### src/rtl/vec_int_to_float.sv
// Handshaked int32/uint32 -> float32 converter for a three-component vector.
// One shared converter is time-multiplexed over x, y and z, one component per cycle.
module vec_int_to_float #(
    parameter int SIGNED_IN = 1
) (
    input  logic        clk_in,
    input  logic        rst_in,
    input  logic        in_valid,
    output logic        in_ready,
    input  logic [31:0] in_x,
    input  logic [31:0] in_y,
    input  logic [31:0] in_z,
    output logic        out_valid,
    input  logic        out_ready,
    output logic [31:0] out_x,
    output logic [31:0] out_y,
    output logic [31:0] out_z
);

    typedef enum logic [1:0] {
        IDLE,
        CONV,
        DONE
    } state_t;

    state_t      state;
    state_t      state_nxt;
    logic [1:0]  idx;
    logic [31:0] cap_x;
    logic [31:0] cap_y;
    logic [31:0] cap_z;
    logic [31:0] conv_in;
    logic [31:0] conv_out;
    logic        accept;

    // Normalise the magnitude so its leading one sits at bit 31; everything below
    // the 23 kept fraction bits then supplies guard (bit 7) and sticky (bits 6:0).
    function automatic logic [31:0] int_to_f32(input logic [31:0] v);
        logic        sign;
        logic [31:0] mag;
        logic [31:0] norm;
        logic [4:0]  lead;
        logic        round_up;
        logic [23:0] mant;
        logic [7:0]  expo;
        sign = (SIGNED_IN != 0) && v[31];
        mag  = sign ? (~v + 32'd1) : v;
        lead = '0;
        for (int i = 0; i < 32; i++) begin
            if (mag[i]) lead = 5'(i);
        end
        norm     = mag << (5'd31 - lead);
        round_up = norm[7] && ((|norm[6:0]) || norm[8]);
        mant     = {1'b0, norm[30:8]} + {23'd0, round_up};
        // A carry into mant[23] leaves mant[22:0] all zero, which is the cleared fraction.
        expo     = 8'd127 + {3'd0, lead} + {7'd0, mant[23]};
        if (mag == 32'd0) return 32'd0;
        return {sign, expo, mant[22:0]};
    endfunction

    // NOTE: every signal driven here gets a default first so no path can infer a latch.
    always_comb begin
        state_nxt = state;
        in_ready  = 1'b0;
        out_valid = 1'b0;
        case (state)
            IDLE: begin
                in_ready = !rst_in;
                if (in_valid) state_nxt = CONV;
            end
            CONV: begin
                if (idx == 2'd2) state_nxt = DONE;
            end
            DONE: begin
                out_valid = 1'b1;
                in_ready  = out_ready && !rst_in;
                if (out_ready) state_nxt = in_valid ? CONV : IDLE;
            end
            default: state_nxt = IDLE;
        endcase
    end

    assign accept = in_valid && in_ready;

    always_comb begin
        case (idx)
            2'd0:    conv_in = cap_x;
            2'd1:    conv_in = cap_y;
            default: conv_in = cap_z;
        endcase
    end

    assign conv_out = int_to_f32(conv_in);

    // NOTE: sequential state uses non-blocking assignments so all registers update together.
    always_ff @(posedge clk_in or posedge rst_in) begin
        if (rst_in) state <= IDLE;
        else        state <= state_nxt;
    end

    // NOTE: capture registers have no reset; they are always written before they are read.
    always_ff @(posedge clk_in) begin
        if (accept) begin
            cap_x <= in_x;
            cap_y <= in_y;
            cap_z <= in_z;
        end
    end

    always_ff @(posedge clk_in or posedge rst_in) begin
        if (rst_in) begin
            idx   <= 2'd0;
            out_x <= 32'd0;
            out_y <= 32'd0;
            out_z <= 32'd0;
        end else if (accept) begin
            idx <= 2'd0;
        end else if (state == CONV) begin
            case (idx)
                2'd0:    out_x <= conv_out;
                2'd1:    out_y <= conv_out;
                default: out_z <= conv_out;
            endcase
            idx <= (idx == 2'd2) ? 2'd0 : idx + 2'd1;
        end
    end

endmodule

### config.mk
export PLATFORM = sky130hd
export DESIGN_NAME = vec_int_to_float
export DESIGN_NICKNAME = d
export VERILOG_FILES = /design/src/rtl/vec_int_to_float.sv
export SDC_FILE = /design/constraint.sdc
export NUM_CORES = 1
export LEC_CHECK = 0
export CORE_MARGIN = 2
export CORE_UTILIZATION = 55
export CTS_CLUSTER_DIAMETER = 150
export DETAILED_ROUTE_END_ITERATION = 6
export HOLD_SLACK_MARGIN = 0.1
export PLACE_DENSITY = 0.77
export RECOVER_POWER = 50
export SLEW_MARGIN = 40
export SYNTH_ARGS = -nofsm -noshare
export SYNTH_HDL_FRONTEND = slang
export SYNTH_SLANG_ARGS = --single-unit
### constraint.sdc
create_clock -name clk_in -period 14.9 [get_ports clk_in]
set_clock_uncertainty 0.05 [all_clocks]
set_input_delay 4.47 -clock clk_in [delete_from_list [all_inputs] [get_ports clk_in]]
set_output_delay 4.47 -clock clk_in [all_outputs]
set_load 0.005 [all_outputs]
==> results of run 1 <==
## path summary, 6_finish.rpt
check | cells past startpoint | end | slack (ps)
worst min register to register | 2 | out_x[15]$_DFFE_PP0P_ | 430
worst min-delay path | 2 | out_x[15]$_DFFE_PP0P_ | 430
min in group asynchronous | 2 | state[1]$_DFFE_PP0P_ | 4590
worst max-delay path | 4 | in_ready | 4430
worst max register to register | 23 | out_z[26]$_DFFE_PP0P_ | 6070
max in group asynchronous | 3 | out_x[3]$_DFFE_PP0P_ | 5950
## per-layer routing
| metal | GRT usage, % | part of all wire, % | routed length (um) |
|---|---|---|---|
| met5 | 0 | 0 | 0 |
| met4 | 13.7 | 4.0 | 1530 |
| met3 | 4.78 | 7.0 | 2680 |
| met2 | 52.9 | 48 | 18600 |
| met1 | 42.3 | 41 | 15800 |
## through the flow
step	worst slack [ps]	instance area, um^2	hold WS [ps]	cells
6_report	4430	15300	426	1735
5_1_grt	4390	15300	452	1735
4_1_cts	4480	15300	438	1735
3_5_place_dp	4500	14600	419	1703
3_3_place_gp	4540	14600	412	1702
2_1_floorplan	5550	12600	423	1292
## cells in the final DEF (no fill, tap or decap), drive strengths merged, types with 8 or more instances in the layout
| cell type | instances |
|---|---|
| a2111oi | 8 |
| a211oi | 25 |
| a21o | 11 |
| a21oi | 43 |
| a22oi | 8 |
| a31oi | 12 |
| a41oi | 9 |
| and2 | 13 |
| and3 | 14 |
| buf | 15 |
| clkbuf | 18 |
| clkdlybuf4s50 | 66 |
| dfrtp | 100 |
| dlygate4sd3 | 131 |
| edfxtp | 96 |
| inv | 16 |
| mux2 | 18 |
| mux2i | 70 |
| nand2 | 191 |
| nand3 | 52 |
| nand4 | 27 |
| nor2 | 64 |
| nor3 | 30 |
| nor4 | 16 |
| o211ai | 20 |
| o21a | 27 |
| o21ai | 131 |
| o22ai | 21 |
| o31ai | 17 |
| xnor2 | 48 |
| xor2 | 10 |
## registers in the layout, summed over array words and instances (netlist names)
| signal | cells |
|---|---|
| cap_z | 32 |
| state | 2 |
| cap_y | 32 |
| out_z | 32 |
| out_y | 32 |
| cap_x | 32 |
| out_x | 32 |
| idx | 2 |
## layout make-up
type	count	area, um^2
Inverter	7	30.0
Multi-Input combinational cell	1002	6770
Sequential cell	196	5390
Clock inverter	15	198
Tap cell	285	357
Timing Repair Buffer	213	2090
Clock buffer	17	425
Fill cell	1809	7320
## cell families (layout without fill, tap and decap cells)
kind of cell / Yosys count / in the layout / synth area share, %
AOI/OAI and AO/OA: 407 / 407 / 23.1
xor gates and xnor gates: 58 / 58 / 4.17
adders and majority gates: 4 / 4 / 0.396
buffers and inverters: 94 / 252 / 4.45
DFF: 196 / 196 / 42.6
muxes: 88 / 88 / 7.69
and+or+nand+nor: 445 / 445 / 17.6
## critical path, delay by kind of cell
family	cells	cell delay, ps
buffers and inverters	2	1080
AND/OR/NAND/NOR	2	400
==> metrics.cfg, run 1 <==
[run]
drv_cap=1

[clock_network]
cts_max_level=4
ctsLongestPathBuffers=2
numCtsBuffers=17
post_cts_resized=0
cts.reportedPaths.clkPinSlew_ps=80
cts.sinks=196
clock_latency_ps=460
post_cts_buffers=0
cts_tree=yes
root_buffer=clkbuf_16
holdBufCountCts=0

[grt]
grt_max_degree=85
grt_pass1_vias=10800
grt_overflow_total=0
antenna_found_initial=0
grt_first_pass_wirelength_um=60500
grt_usage_pct=32.1

[placement]
port_buffers=197
dpl.hpwl_um=29000
gp_congestion=1.03

[critical_path]
critPathLaunchType=primary input
worstPathCellList=dlygate4sd3_1 > nand2b_1 > nor3b_1 > clkdlybuf4s50_1
crit_path_max_fanout=3
cp-startpoint=out_ready
r2r-start=idx[1]$_DFFE_PP0P_
critical_path_arrival_ps=5950
worstPathRequired_ps=10380
critPathSlowestCell=dlygate4sd3_1
worstSetupEndpointType=output pin
critical_path_class=primary input to output pin
cp_slowest_stage_delay_ps=540

[sta]
rsz0062_at_grt=false
period_share_pct=70.2
fmax_ghz=0.0955
period_minus_slack_ps=10470
slew_violations=80
worst_pin_slew_ps=4020
finalSetupViolCount=0
hold_violations=0
slew_headroom_pct=-168
setup_tns_ps=0

[floorplanning]
placementRows=55
fp.dieH_um=156
dieArea_um2=24200
initial_utilization_pct=56.0
die_width_um=156
design.core.area_um2=22600
io_pins=198

[run_status]
failed_checks=capacitance limit, slew limit
status=finished, violations left

[yosys]
yosys-top-cells-count=nand2_1, o21ai_0, dfrtp_1
synth_area_um2=12600
syn_inst=1292
synth_edf_count=96
synth.yosys.seq_area_share_pct=42.6
ys_warn_count=0
ys.flop_type=dfrtp_1
async_reset_ff_share_pct=51.0
synth_top_area_share_pct=22.8
synth.area.top_cells=edfxtp_1, dfrtp_1, nand2_1, mux2i_1, o21ai_0
syn_avg_cell_area_um2=9.79
synth_area_leader_cell=edfxtp_1
synth.most_common_cell=nand2_1
synth_cell_types=111
synth_seq_cells=196
syn_nets=1396

[final_layout]
fin_nets=1541
fin_util_pct=67.6
syn2layout_area_growth_pct=20.6
drive_gt1_share_pct=9.72
num_antenna_cells=0

[drt]
totalWireLength_um=38600
firstDrtPassIters=7
drc=0
dr.first_iter.drc_count=1403
final_antenna_net_count=0
num_vias=11300
wire_per_inst_um=22.2
avgViaCountPerCell=6.54

[worst_hold_path]
min_path_type=register to register
worstHoldStart=out_x[15]$_DFFE_PP0P_

Power of run 1 is not shown: default switching activity piles up to over one toggle a cycle in this logic, so the estimate is an artifact.
==> inputs of run 2 (changes only) <==
Settings changed: CORE_UTILIZATION 55 to 50, PLACE_DENSITY 0.77 to 0.74.
Clock period 14.9 ns to 8.7 ns, I/O delays scaled along.
==> run 2 against run 1 <==
Compared with the run above:
- the run still ends with capacitance limit, slew limit left
- count of clock-buffer cells in the layout unchanged
- first-iteration DRC count increased by 9.1%
- highest routed layer unchanged
- non-clock buffer count increased by 34
- design area increased by 2.1%
- wire length increased by 6.2%
==> metrics.cfg, run 2 (synthesis gave the netlist of run 1 again) <==
[run_status]
status=finished, violations left  ; unchanged
failed_checks=capacitance limit, slew limit  ; unchanged

[drt]
final_antenna_net_count=0  ; unchanged
totalWireLength_um=41000  ; was 38600 um
wire_per_inst_um=22.6  ; was 22.2 um
firstDrtPassIters=6  ; was 7
avgViaCountPerCell=6.35  ; was 6.54
drc=0  ; unchanged
num_vias=11500  ; was 11300
dr.first_iter.drc_count=1531  ; was 1403

[critical_path]
critPathLaunchType=register  ; was primary input
critical_path_class=register to register  ; was primary input to output pin
cp_slowest_stage_delay_ps=720  ; was 540 ps
crit_family=compound AO/OA/AOI/OAI gates  ; was buffers and inverters
cpMostUsedCell=mux2i_1
worst-path-buf-inv=1  ; was 2
worstSetupEndpointType=register  ; was output pin
worstPathCellList=mux2i_1 > o21ai_1 > inv_2 > ha_1 > o211ai_2 > nor2_1 > a31oi_1 > xor2_1 > o21ai_0 > o2bb2ai_1 > o221a_1 > o21ai_4 > mux2i_1 > mux2i_1 > mux2i_1 > nand4_1 > nor2_1 > nand3_1 > or3_1 > ha_1 > nand2_1 > o21ai_0 > and3_1 > o21ai_0  ; was dlygate4sd3_1 > nand2b_1 > nor3b_1 > clkdlybuf4s50_1
worstPathRequired_ps=9010  ; was 10380 ps
crit_path_max_fanout=17  ; was 3
critical_path_arrival_ps=8420  ; was 5950 ps
critPathSlowestCell=dfrtp_2  ; was dlygate4sd3_1

[sta]
setup_tns_ps=0  ; unchanged
hold_violations=0  ; unchanged
slew_violations=103  ; was 80
rsz0062_at_grt=false  ; unchanged
fmax_ghz=0.123
finalSetupViolCount=0  ; unchanged
slew_headroom_pct=-126  ; was -168%
period_share_pct=93.2
period_minus_slack_ps=8110
worst_pin_slew_ps=3380  ; was 4020 ps

[grt]
antenna_found_initial=0  ; unchanged
grt_first_pass_wirelength_um=64000  ; was 60500 um
grt_max_degree=84  ; was 85
grt_usage_pct=31.1  ; was 32.1%
grt_pass1_vias=11400  ; was 10800
grt_overflow_total=0  ; unchanged

[placement]
dpl.hpwl_um=31000  ; was 29000 um
gp_congestion=0.987  ; was 1.03
port_buffers=197  ; unchanged
post-place-cells=1782  ; was 1703

[clock_network]
cts.reportedPaths.clkPinSlew_ps=90  ; was 80 ps
post_cts_resized=0  ; unchanged
numCtsBuffers=17  ; unchanged
cts_max_level=4  ; unchanged
clock_latency_ps=450  ; was 460 ps
root_buffer=clkbuf_16  ; unchanged
holdBufCountCts=0  ; unchanged
cts.sinks=196  ; unchanged
cts_tree=yes  ; unchanged
post_cts_buffers=0  ; unchanged
ctsLongestPathBuffers=2  ; unchanged

[final_layout]
final_common_cell=nand2_1  ; unchanged
final_cell_mix=nand2_1, dlygate4sd3_1, o21ai_0, dfrtp_1, edfxtp_1  ; unchanged
final_cells=1814  ; was 1735
fin_util_pct=62.2  ; was 67.6%
num_antenna_cells=0  ; unchanged
syn2layout_area_growth_pct=23.1  ; was 20.6%
drive_gt1_share_pct=11.5  ; was 9.72%
fin_nets=1575  ; was 1541

[floorplanning]
placementRows=58  ; was 55
initial_utilization_pct=50.5  ; was 56.0%
io_pins=198  ; unchanged
dieArea_um2=26600  ; was 24200 um^2
fp.dieH_um=163  ; was 156 um
die_width_um=163  ; was 156 um
design.core.area_um2=25000  ; was 22600 um^2

[worst_hold_path]
min_path_type=register to register  ; unchanged

[run]
drv_cap=2  ; was 1

-- run 2: through the flow --
step                cell area, um^2  setup slack (ps)  hold WS [ps]
finish                        15600               593           424
detailed placement            14900               830           415
floorplan                     12600              2390           423
global placement              14900               994           410
CTS                           15600               779           434
global route                  15600               118           446
-- run 2: final timing paths --
path | startpoint | to | slack, ps | cells past startpoint
max in group asynchronous | rst_in | out_y[15]$_DFFE_PP0P_ | 1710 | 3
min reg2reg | out_x[29]$_DFFE_PP0P_ | out_x[29]$_DFFE_PP0P_ | 420 | 1
min in group asynchronous | rst_in | idx[1]$_DFFE_PP0P_ | 3030 | 2
min | out_x[29]$_DFFE_PP0P_ | out_x[29]$_DFFE_PP0P_ | 420 | 1
max reg2reg | idx[0]$_DFFE_PP0P_ | out_x[27]$_DFFE_PP0P_ | 590 | 24
max | idx[0]$_DFFE_PP0P_ | out_x[27]$_DFFE_PP0P_ | 590 | 24
-- run 2: area by class of cell --
cell class | instances | area (um^2)
repair buffers | 247 | 2370
clock inverters | 15 | 210
fillers | 2113 | 9470
inverters | 7 | 30.0
well taps | 330 | 413
clock buffers | 17 | 425
multi-input cells | 1002 | 6730
flip-flops and latches | 196 | 5390
-- run 2: metal layers --
layer / track usage [%] / wire length (um)
met1: 40.4 / 17000
met2: 51.5 / 19500
met3: 5.18 / 2820
met4: 13.5 / 1650
met5: 0 / 0
-- run 2: worst reg2reg max path, cell delays in order, from the launching register on --
cell and delay, ps:
dfrtp_2 720, mux2i_1 160, o21ai_1 480, inv_2 260
ha_1 350, o211ai_2 160, nor2_1 180, a31oi_1 250
xor2_1 680, o21ai_0 220, o2bb2ai_1 220, o221a_1 510
o21ai_4 530, mux2i_1 630, mux2i_1 260, mux2i_1 300
nand4_1 230, nor2_1 400, nand3_1 170, or3_1 450
ha_1 230, nand2_1 100, o21ai_0 90, and3_1 210
o21ai_0 180
Power of run 2 is left out for the same reason.
